--- config.mk ---
export PLATFORM = sky130hd
export DESIGN_NAME = led_sequencer
export DESIGN_NICKNAME = d
export VERILOG_FILES = /design/src/rtl/led_sequencer.sv
export SDC_FILE = /design/constraint.sdc
export NUM_CORES = 1
export LEC_CHECK = 0
export ABC_AREA = 1
export CORE_UTILIZATION = 41
export CTS_CLUSTER_DIAMETER = 60
export DETAILED_ROUTE_END_ITERATION = 8
export PLACE_DENSITY = 0.62
export SKIP_CTS_REPAIR_TIMING = 1
export SYNTH_ARGS = -nofsm -noshare
export SYNTH_HDL_FRONTEND = slang
export SYNTH_SLANG_ARGS = --single-unit
--- constraint.sdc ---
create_clock -name clk -period 2.2 [get_ports clk]
set_input_delay 0.44 -clock clk [delete_from_list [all_inputs] [get_ports clk]]
set_output_delay 0.44 -clock clk [all_outputs]
set_load 0.05 [all_outputs]
--- src/rtl/led_sequencer.sv ---
// 8-LED pattern sequencer: programmable step prescaler, four patterns,
// run/pause/stop control and a 15-level PWM brightness gate on the LED bank.
module led_sequencer #(
    parameter int unsigned DIV_W       = 32,
    parameter int unsigned DEFAULT_DIV = 25000000
) (
    input  logic             clk,
    input  logic             reset_n,
    input  logic             cfg_valid,
    output logic             cfg_ready,
    input  logic [1:0]       cfg_mode,
    input  logic [DIV_W-1:0] cfg_div,
    input  logic [3:0]       cfg_bright,
    input  logic             start,
    input  logic             stop,
    output logic [7:0]       LED,
    output logic             busy,
    output logic             step
);

    typedef enum logic [1:0] {
        S_IDLE  = 2'd0,
        S_RUN   = 2'd1,
        S_PAUSE = 2'd2
    } state_t;

    localparam logic [1:0] M_COUNT = 2'd0;
    localparam logic [1:0] M_SCAN  = 2'd1;
    localparam logic [1:0] M_FILL  = 2'd2;

    state_t           state_q, state_d;
    logic [1:0]       mode_q, mode_d;
    logic [DIV_W-1:0] div_q, div_d;
    logic [DIV_W-1:0] div_cnt_q, div_cnt_d;
    logic [3:0]       bright_q, bright_d;
    logic [3:0]       pwm_cnt_q, pwm_cnt_d;
    logic [7:0]       pat_q, pat_d;
    logic [7:0]       led_q, led_d;
    logic             dir_q, dir_d;
    logic             busy_q, busy_d;
    logic             step_q, step_d;

    logic             cfg_accept;
    logic             wrap;
    logic [7:0]       scan_next;
    logic [7:0]       pat_adv;

    function automatic logic [7:0] init_pat(input logic [1:0] m);
        return (m == M_SCAN) ? 8'h01 : 8'h00;
    endfunction

    // Next pattern value for the current mode; dir_q = 1 means shifting right.
    always_comb begin
        scan_next = dir_q ? (pat_q >> 1) : (pat_q << 1);
        case (mode_q)
            M_COUNT: pat_adv = pat_q + 8'd1;
            M_SCAN:  pat_adv = scan_next;
            M_FILL:  pat_adv = (pat_q == 8'hFF) ? 8'h00 : {pat_q[6:0], 1'b1};
            default: pat_adv = ~pat_q;
        endcase
    end

    always_comb begin
        state_d   = state_q;
        mode_d    = mode_q;
        div_d     = div_q;
        div_cnt_d = div_cnt_q;
        bright_d  = bright_q;
        pat_d     = pat_q;
        dir_d     = dir_q;
        step_d    = 1'b0;

        cfg_accept = cfg_valid && (state_q != S_RUN);
        wrap       = (div_cnt_q == div_q - DIV_W'(1));

        if (state_q == S_RUN) begin
            if (wrap) begin
                div_cnt_d = '0;
                pat_d     = pat_adv;
                step_d    = 1'b1;
                if (mode_q == M_SCAN && (scan_next == 8'h80 || scan_next == 8'h01)) begin
                    dir_d = ~dir_q;
                end
            end else begin
                div_cnt_d = div_cnt_q + DIV_W'(1);
            end
        end

        if (state_q == S_IDLE) begin
            pwm_cnt_d = 4'd0;
        end else if (pwm_cnt_q == 4'd14) begin
            pwm_cnt_d = 4'd0;
        end else begin
            pwm_cnt_d = pwm_cnt_q + 4'd1;
        end

        if (cfg_accept) begin
            mode_d    = cfg_mode;
            div_d     = (cfg_div == '0) ? DIV_W'(1) : cfg_div;
            bright_d  = cfg_bright;
            pat_d     = init_pat(cfg_mode);
            div_cnt_d = '0;
            dir_d     = 1'b0;
        end

        // stop has priority over start when both arrive together
        if (stop) begin
            if (state_q == S_RUN) begin
                state_d = S_PAUSE;
            end else if (state_q == S_PAUSE) begin
                state_d = S_IDLE;
            end
        end else if (start && state_q != S_RUN) begin
            state_d = S_RUN;
        end

        if (state_q == S_IDLE && state_d == S_RUN) begin
            pat_d     = init_pat(mode_d);
            div_cnt_d = '0;
            dir_d     = 1'b0;
        end
        if (state_q != S_IDLE && state_d == S_IDLE) begin
            pat_d = 8'h00;
        end

        busy_d = (state_d != S_IDLE);
        led_d  = (state_q == S_IDLE) ? 8'h00 : (pat_q & {8{pwm_cnt_q < bright_q}});
    end

    always_ff @(posedge clk or negedge reset_n) begin
        if (!reset_n) begin
            state_q   <= S_IDLE;
            mode_q    <= M_COUNT;
            div_q     <= DIV_W'(DEFAULT_DIV);
            div_cnt_q <= '0;
            bright_q  <= 4'd15;
            pwm_cnt_q <= 4'd0;
            pat_q     <= 8'h00;
            led_q     <= 8'h00;
            dir_q     <= 1'b0;
            busy_q    <= 1'b0;
            step_q    <= 1'b0;
        end else begin
            state_q   <= state_d;
            mode_q    <= mode_d;
            div_q     <= div_d;
            div_cnt_q <= div_cnt_d;
            bright_q  <= bright_d;
            pwm_cnt_q <= pwm_cnt_d;
            pat_q     <= pat_d;
            led_q     <= led_d;
            dir_q     <= dir_d;
            busy_q    <= busy_d;
            step_q    <= step_d;
        end
    end

    assign cfg_ready = (state_q != S_RUN);
    assign LED       = led_q;
    assign busy      = busy_q;
    assign step      = step_q;

endmodule

==> flow_metrics.tcl <==
set metrics [dict create \
    status "finished with violations" \
    violations "negative setup slack" \
    final.min_clock_period_ps 2300 \
    cp.required_ps 2410 \
    wl_per_cell_um 14.6 \
    relSlewSlack_pct 64.2 \
    use_met3_pct 4.72 \
    stdcell_area_sq_um 8220 \
    use_met1_pct 31.6 \
    rows 44 \
    ys_types 46 \
    top_usage_layer "met2" \
    numCtsBuffers 9 \
    dp_hpwl_um 13200 \
    fin_nets 1065 \
    crit_type "register to register" \
    final.period_utilization_pct 105 \
    grt_max_degree 50 \
    grt_antenna_before_repair 0 \
    power.share.sequential_pct 39.7 \
    rrSetupSlack_ps -100 \
    yosysTopAreaCell "dfrtp_1" \
    ant_nets 0 \
    dr.pass1.iters 5 \
    max_freq_ghz 0.434 \
    p_int_mw 3.60 \
    drtIter0Drc 384 \
    fin_total_pwr_mw 5.75 \
    syn_to_final_growth_pct 30.2 \
    grt_pass1_wl_um 28200 \
    io_buffer_count 53 \
    tritoncts "yes" \
    clock_latency_ps 360 \
    routed_wl_um 17500 \
    switching_power_mw 2.15 \
    fin_tns_setup_ps -2570 \
    clockBufferDepth 2 \
    cts_root_buf "clkbuf_16" \
    vias 6035 \
    coreArea_sq_um 14800 \
    synth_area_sq_um 6310 \
    placed_cell_area_sq_um 7630 \
    endpoint_kind "register" \
    grtUsageMet2_pct 36.0 \
    setup_viol 41 \
    cap_violations 0 \
    path_buf_inv 6 \
    crit_slowest_cell "dfrtp_1" \
    clkPwrFrac_pct 28.0 \
    powerDensity_nw_per_um2 700 \
    num_antenna_cells 0 \
    netlist_instances 878 \
    grt_pass1_vias 5736 \
    peakVddDrop_mv 0.500 \
    p_leak_nw 3.82 \
    cts.clk_slew.worst_paths_ps 80 \
    ys_warn_count 0 \
    cts.htree.levels 3 \
    die_area_sq_um 15900 \
    syn_area_per_cell_sq_um 7.19 \
    overflow 0 \
    synthTopCellsByArea "dfrtp_1 31%, nand2_1 13%, dfstp_2 6.7%, inv_1 6.5%, nor2_1 5.8%" \
    crit_path_cell_trace "inv_2 -> buf_6 -> nand2_8 -> buf_6 -> nor2_4 -> buf_4 -> nand4_1 -> nand2_1 -> nand2_1 -> inv_1 -> nand3_1 -> nor2_4 -> nand3_4 -> nand2_8 -> clkbuf_16 -> a21boi_0" \
    start_util_pct 42.8 \
    final-hold-violation-count 0 \
    clkSinkCount 95 \
    drc 0 \
    fin_cells 1203 \
    dp.cells 1180 \
    rsz0062_at_grt "true" \
    drv_slew 0 \
    gr-usage-all-layers_pct 22.5 \
    routabilityCongestion 0.903 \
    die_w_um 126 \
    fin_util_pct 55.7 \
    clock_skew_ps 8.06 \
    io_pins 54 \
    ys_seq_area_share_pct 38.0 \
    setup_slack_ps -104 \
    hp-class "register to register" \
    critPathTopFamily "simple AND/OR/NAND/NOR gates" \
    synthArstFlopShare_pct 100 \
    critical_path_peak_fanout 8 \
    dieHeight_um 126 \
    drive_gt1_share_pct 19.2 \
    syn_nets 929 \
    worst_pin_slew_ps 537 \
    cpPeakStageDelay_ps 400 \
    swShare_pct 37.4 \
    combPwrFrac_pct 32.3 \
    synth_edf_count 0 \
    ys_ff_latch 95 \
    cp-start-kind "register" \
    place_ws_ps -241 \
    viasPerCell 5.02 \
    fillCellCount 1431 \
    holdWs_ps 479 \
    yosysTopAreaCellShare_pct 31.3 \
    worstPathArrival_ps 2520 \
    ys.flop_type "dfrtp_1" \
]
## power by group through the flow
stage                     combinational (mW)  clock, mW  sequential [mW]
after floorplan                         1.04          0             2.28
after global placement                  1.72          0             2.29
after detailed placement                1.73          0             2.28
after CTS                               1.74       1.64             2.26
after global routing                    2.09       1.71             2.31
final                                   1.86       1.61             2.28
## synth_stat cells, types with 2 or more instances
| cell type | number |
|---|---|
| nand2_1 | 224 |
| inv_1 | 110 |
| nor2_1 | 98 |
| dfrtp_1 | 79 |
| o21ai_0 | 52 |
| nand3_1 | 44 |
| xor2_1 | 37 |
| a21oi_1 | 34 |
| nand4_1 | 30 |
| xnor2_1 | 24 |
| nor3_1 | 21 |
| dfstp_2 | 16 |
| clkbuf_1 | 15 |
| ha_1 | 8 |
| nand2_2 | 8 |
| nor4_1 | 8 |
| nor2_4 | 7 |
| nand3b_1 | 6 |
| nor2_2 | 4 |
| o21bai_1 | 4 |
| o22ai_1 | 4 |
| a21boi_0 | 3 |
| buf_2 | 3 |
| buf_6 | 3 |
| nand3_2 | 3 |
| o211ai_1 | 3 |
| o221ai_1 | 3 |
| or2_2 | 3 |
| and2_1 | 2 |
| buf_4 | 2 |
| inv_2 | 2 |
| nand2_4 | 2 |
| nor3_2 | 2 |
| o21ai_1 | 2 |
## state kept, by name, summed over array words and instances, names as in the netlist
signal and cells:
LED 8, bright_q 4, busy 1, dir_q 1, div_cnt_q 32, div_q 32
mode_q 2, pat_q 8, pwm_cnt_q 4, state_q 2, step 1
## cell usage in the layout (no fill, tap or decap), types with 6 or more instances in the layout
cell type	count
a21oi_1	34
buf_4	83
buf_6	6
clkbuf_16	11
clkdlybuf4s50_1	51
dfrtp_1	77
dfstp_2	16
ha_1	7
inv_1	108
nand2_1	213
nand2_2	16
nand3_1	44
nand3b_1	6
nand4_1	30
nor2_1	81
nor2_2	18
nor2_4	12
nor3_1	21
nor4_1	8
o21ai_0	50
xnor2_1	24
xor2_1	37
## worst reg2reg max path, stage by stage, from the launching register on
cell,delay [ps]
dfrtp_1,400
inv_2,100
buf_6,130
nand2_8,60
buf_6,120
nor2_4,130
buf_4,140
nand4_1,110
nand2_1,90
nand2_1,50
inv_1,40
nand3_1,110
nor2_4,160
nand3_4,110
nand2_8,160
clkbuf_16,160
a21boi_0,90
## area by class of cell
class                   instances  area [sq um]  share of cell area [%]
clock inverters                 6          56.3                   0.685
repair buffers                146          1320                    16.0
multi-input cells             649          3550                    43.2
well taps                     184           230                    2.80
clock buffers                  10           239                    2.91
flip-flops and latches         95          2400                    29.2
inverters                     113           424                    5.16
## metal layers
metal / up-vias / share of wire, % / wire length [um]
met3: 13 / 5.2 / 907
met4: 0 / 0.84 / 147
met5: - / 0 / 0
met1: 2762 / 47 / 8290
met2: 148 / 47 / 8200
li1: 3112 / - / -
## path summary, 6_finish.rpt
path / startpoint / endpoint / depth (start not counted)
setup / recovery: div_q[0] / div_cnt_q[18] / 16
hold / removal: bright_q[0] / bright_q[0] / 2
setup reg to reg: div_q[0] / div_cnt_q[18] / 16
hold reg to reg: bright_q[0] / bright_q[0] / 2
max in group asynchronous: reset_n / div_q[12] / 3
min in group asynchronous: reset_n / LED[5] / 2
## cell families (layout without fill, tap and decap cells)
family,count (synthesis),after routing,synth area share [%]
AND/OR/NAND/NOR,464,466,33.2
XOR/XNOR,61,61,8.47
AO/OA/AOI/OAI,114,114,10.1
adder cells (fa/ha/maj),8,8,1.59
buffers and inverters,136,275,8.62
flip-flops,95,95,38.0
(Power assumes the default switching activity.)
==> RTL change: new RTL, same flow settings <==
Encoding of `state_t`: now one-hot (3 bits for 3 states).
--- a/src/rtl/led_sequencer.sv
+++ b/src/rtl/led_sequencer.sv
@@ -20,6 +20,6 @@
 
-    typedef enum logic [1:0] {
-        S_IDLE  = 2'd0,
-        S_RUN   = 2'd1,
-        S_PAUSE = 2'd2
+    typedef enum logic [2:0] {
+        S_IDLE  = 3'b001,
+        S_RUN   = 3'b010,
+        S_PAUSE = 3'b100
     } state_t;
Function: no difference found for any inputs over 4 cycles, from zero or initial values and one cycle with reset_n low; so few cycles prove little.
==> RTL change against the original RTL <==
- the flow still finishes with violations (setup timing)
- critical path depth is 1 lower
- synthesized cell count is 7.5% higher
- worst setup slack better by 2.1 ps
- die area is 3.3% higher
- wire length is 2.0% lower
- final area is 2.0% higher
- global-route usage is 0.46 points lower
- area after synthesis is 3.4% higher
- sequential cell count is 1 higher
- first-iteration DRC count is 26% lower
- critical endpoint is now div_cnt_q[13]$_DFFE_PN0P_
- largest cell class unchanged
- highest routed layer unchanged
Power is not compared: it rests on default switching activity, and its combinational part moved more than twofold at a synthesized area within 25%.
==> RTL change: results (changes against the original RTL) <==
| Metric | Value |
|---|---|
| Vias in the first global route | 5859 (was 5736) |
| FF-to-FF Start | div_q[1]$_DFFE_PN0P_ (was div_q[0]$_DFFE_PN0P_) |
| Post-place instance area | 0.00785 mm² (was 0.00763 mm²) |
| Mapped cell area | 0.00653 mm² (was 0.00631 mm²) |
| Pin count of the biggest net entering global routing | 39 (was 50) |
| Logic inverters | 102 (was 113) |
| Yosys cell types | 41 (was 46) |
| Result of the run | finished, violations left (unchanged) |
| Final worst slack | -102 ps (was -104 ps) |
| Signal buf overhead | 0.146 (was 0.160) |
| Number of flip-flops and latches | 96 (was 95) |
| Post-Syn Instances | 944 (was 878) |
| Final setup violating endpoints | 40 (was 41) |
| Clock-cell share | 0.0346 (was 0.0359) |
| GRT Total Usage | 0.221 (was 0.225) |
| Post-synthesis adder-cell area fraction | 0.0153 (was 0.0159) |
| Synthesis-to-layout area growth | 28.5% (was 30.2%) |
| Number of multi-input logic gates | 724 (was 649) |
| Post-synthesis sequential area ratio | 0.371 (was 0.380) |
| Grt met3 use | 0.0392 (was 0.0472) |
| XOR/XNOR Fraction of Synth Area | 0.0805 (was 0.0847) |
| Wire length on met1 | 8010 µm (was 8290 µm) |
| Share of cells above drive strength 1 | 0.181 (was 0.192) |
| Vias post-DR | 6293 (was 6035) |
| Area of the multi-input gates | 0.00379 mm² (was 0.00355 mm²) |
| Failing checks | setup timing (unchanged) |
| Most common library cells after synthesis | nand2_1, nor2_1, inv_1 (was nand2_1, inv_1, nor2_1) |
| Filler cell count | 1508 (was 1431) |
[RTL change: worst max-delay path by stage]
| stage | startpoint | end | slack (ps) | cells past startpoint |
|---|---|---|---|---|
| global route | div_q[1]$_DFFE_PN0P_ | div_cnt_q[25]$_DFFE_PN0P_ | -230 | 15 |
| global placement | start | div_cnt_q[31]$_DFFE_PN0P_ | -160 | 14 |
| detailed placement | start | div_cnt_q[31]$_DFFE_PN0P_ | -190 | 15 |
| floorplan | div_q[0]$_DFFE_PN0P_ | div_cnt_q[14]$_DFFE_PN0P_ | 150 | 14 |
| CTS | div_q[0]$_DFFE_PN0P_ | div_cnt_q[18]$_DFFE_PN0P_ | -170 | 15 |
| finish | div_q[1]$_DFFE_PN0P_ | div_cnt_q[13]$_DFFE_PN0P_ | -100 | 15 |
[RTL change: report_power, final]
part / switching (mW) / internal, mW / total, mW
Clock: 0.736 / 0.816 / 1.55
Combinational: 3.05 / 2.10 / 5.15
Sequential: 0.643 / 2.39 / 3.04
Total: 4.43 / 5.30 / 9.73
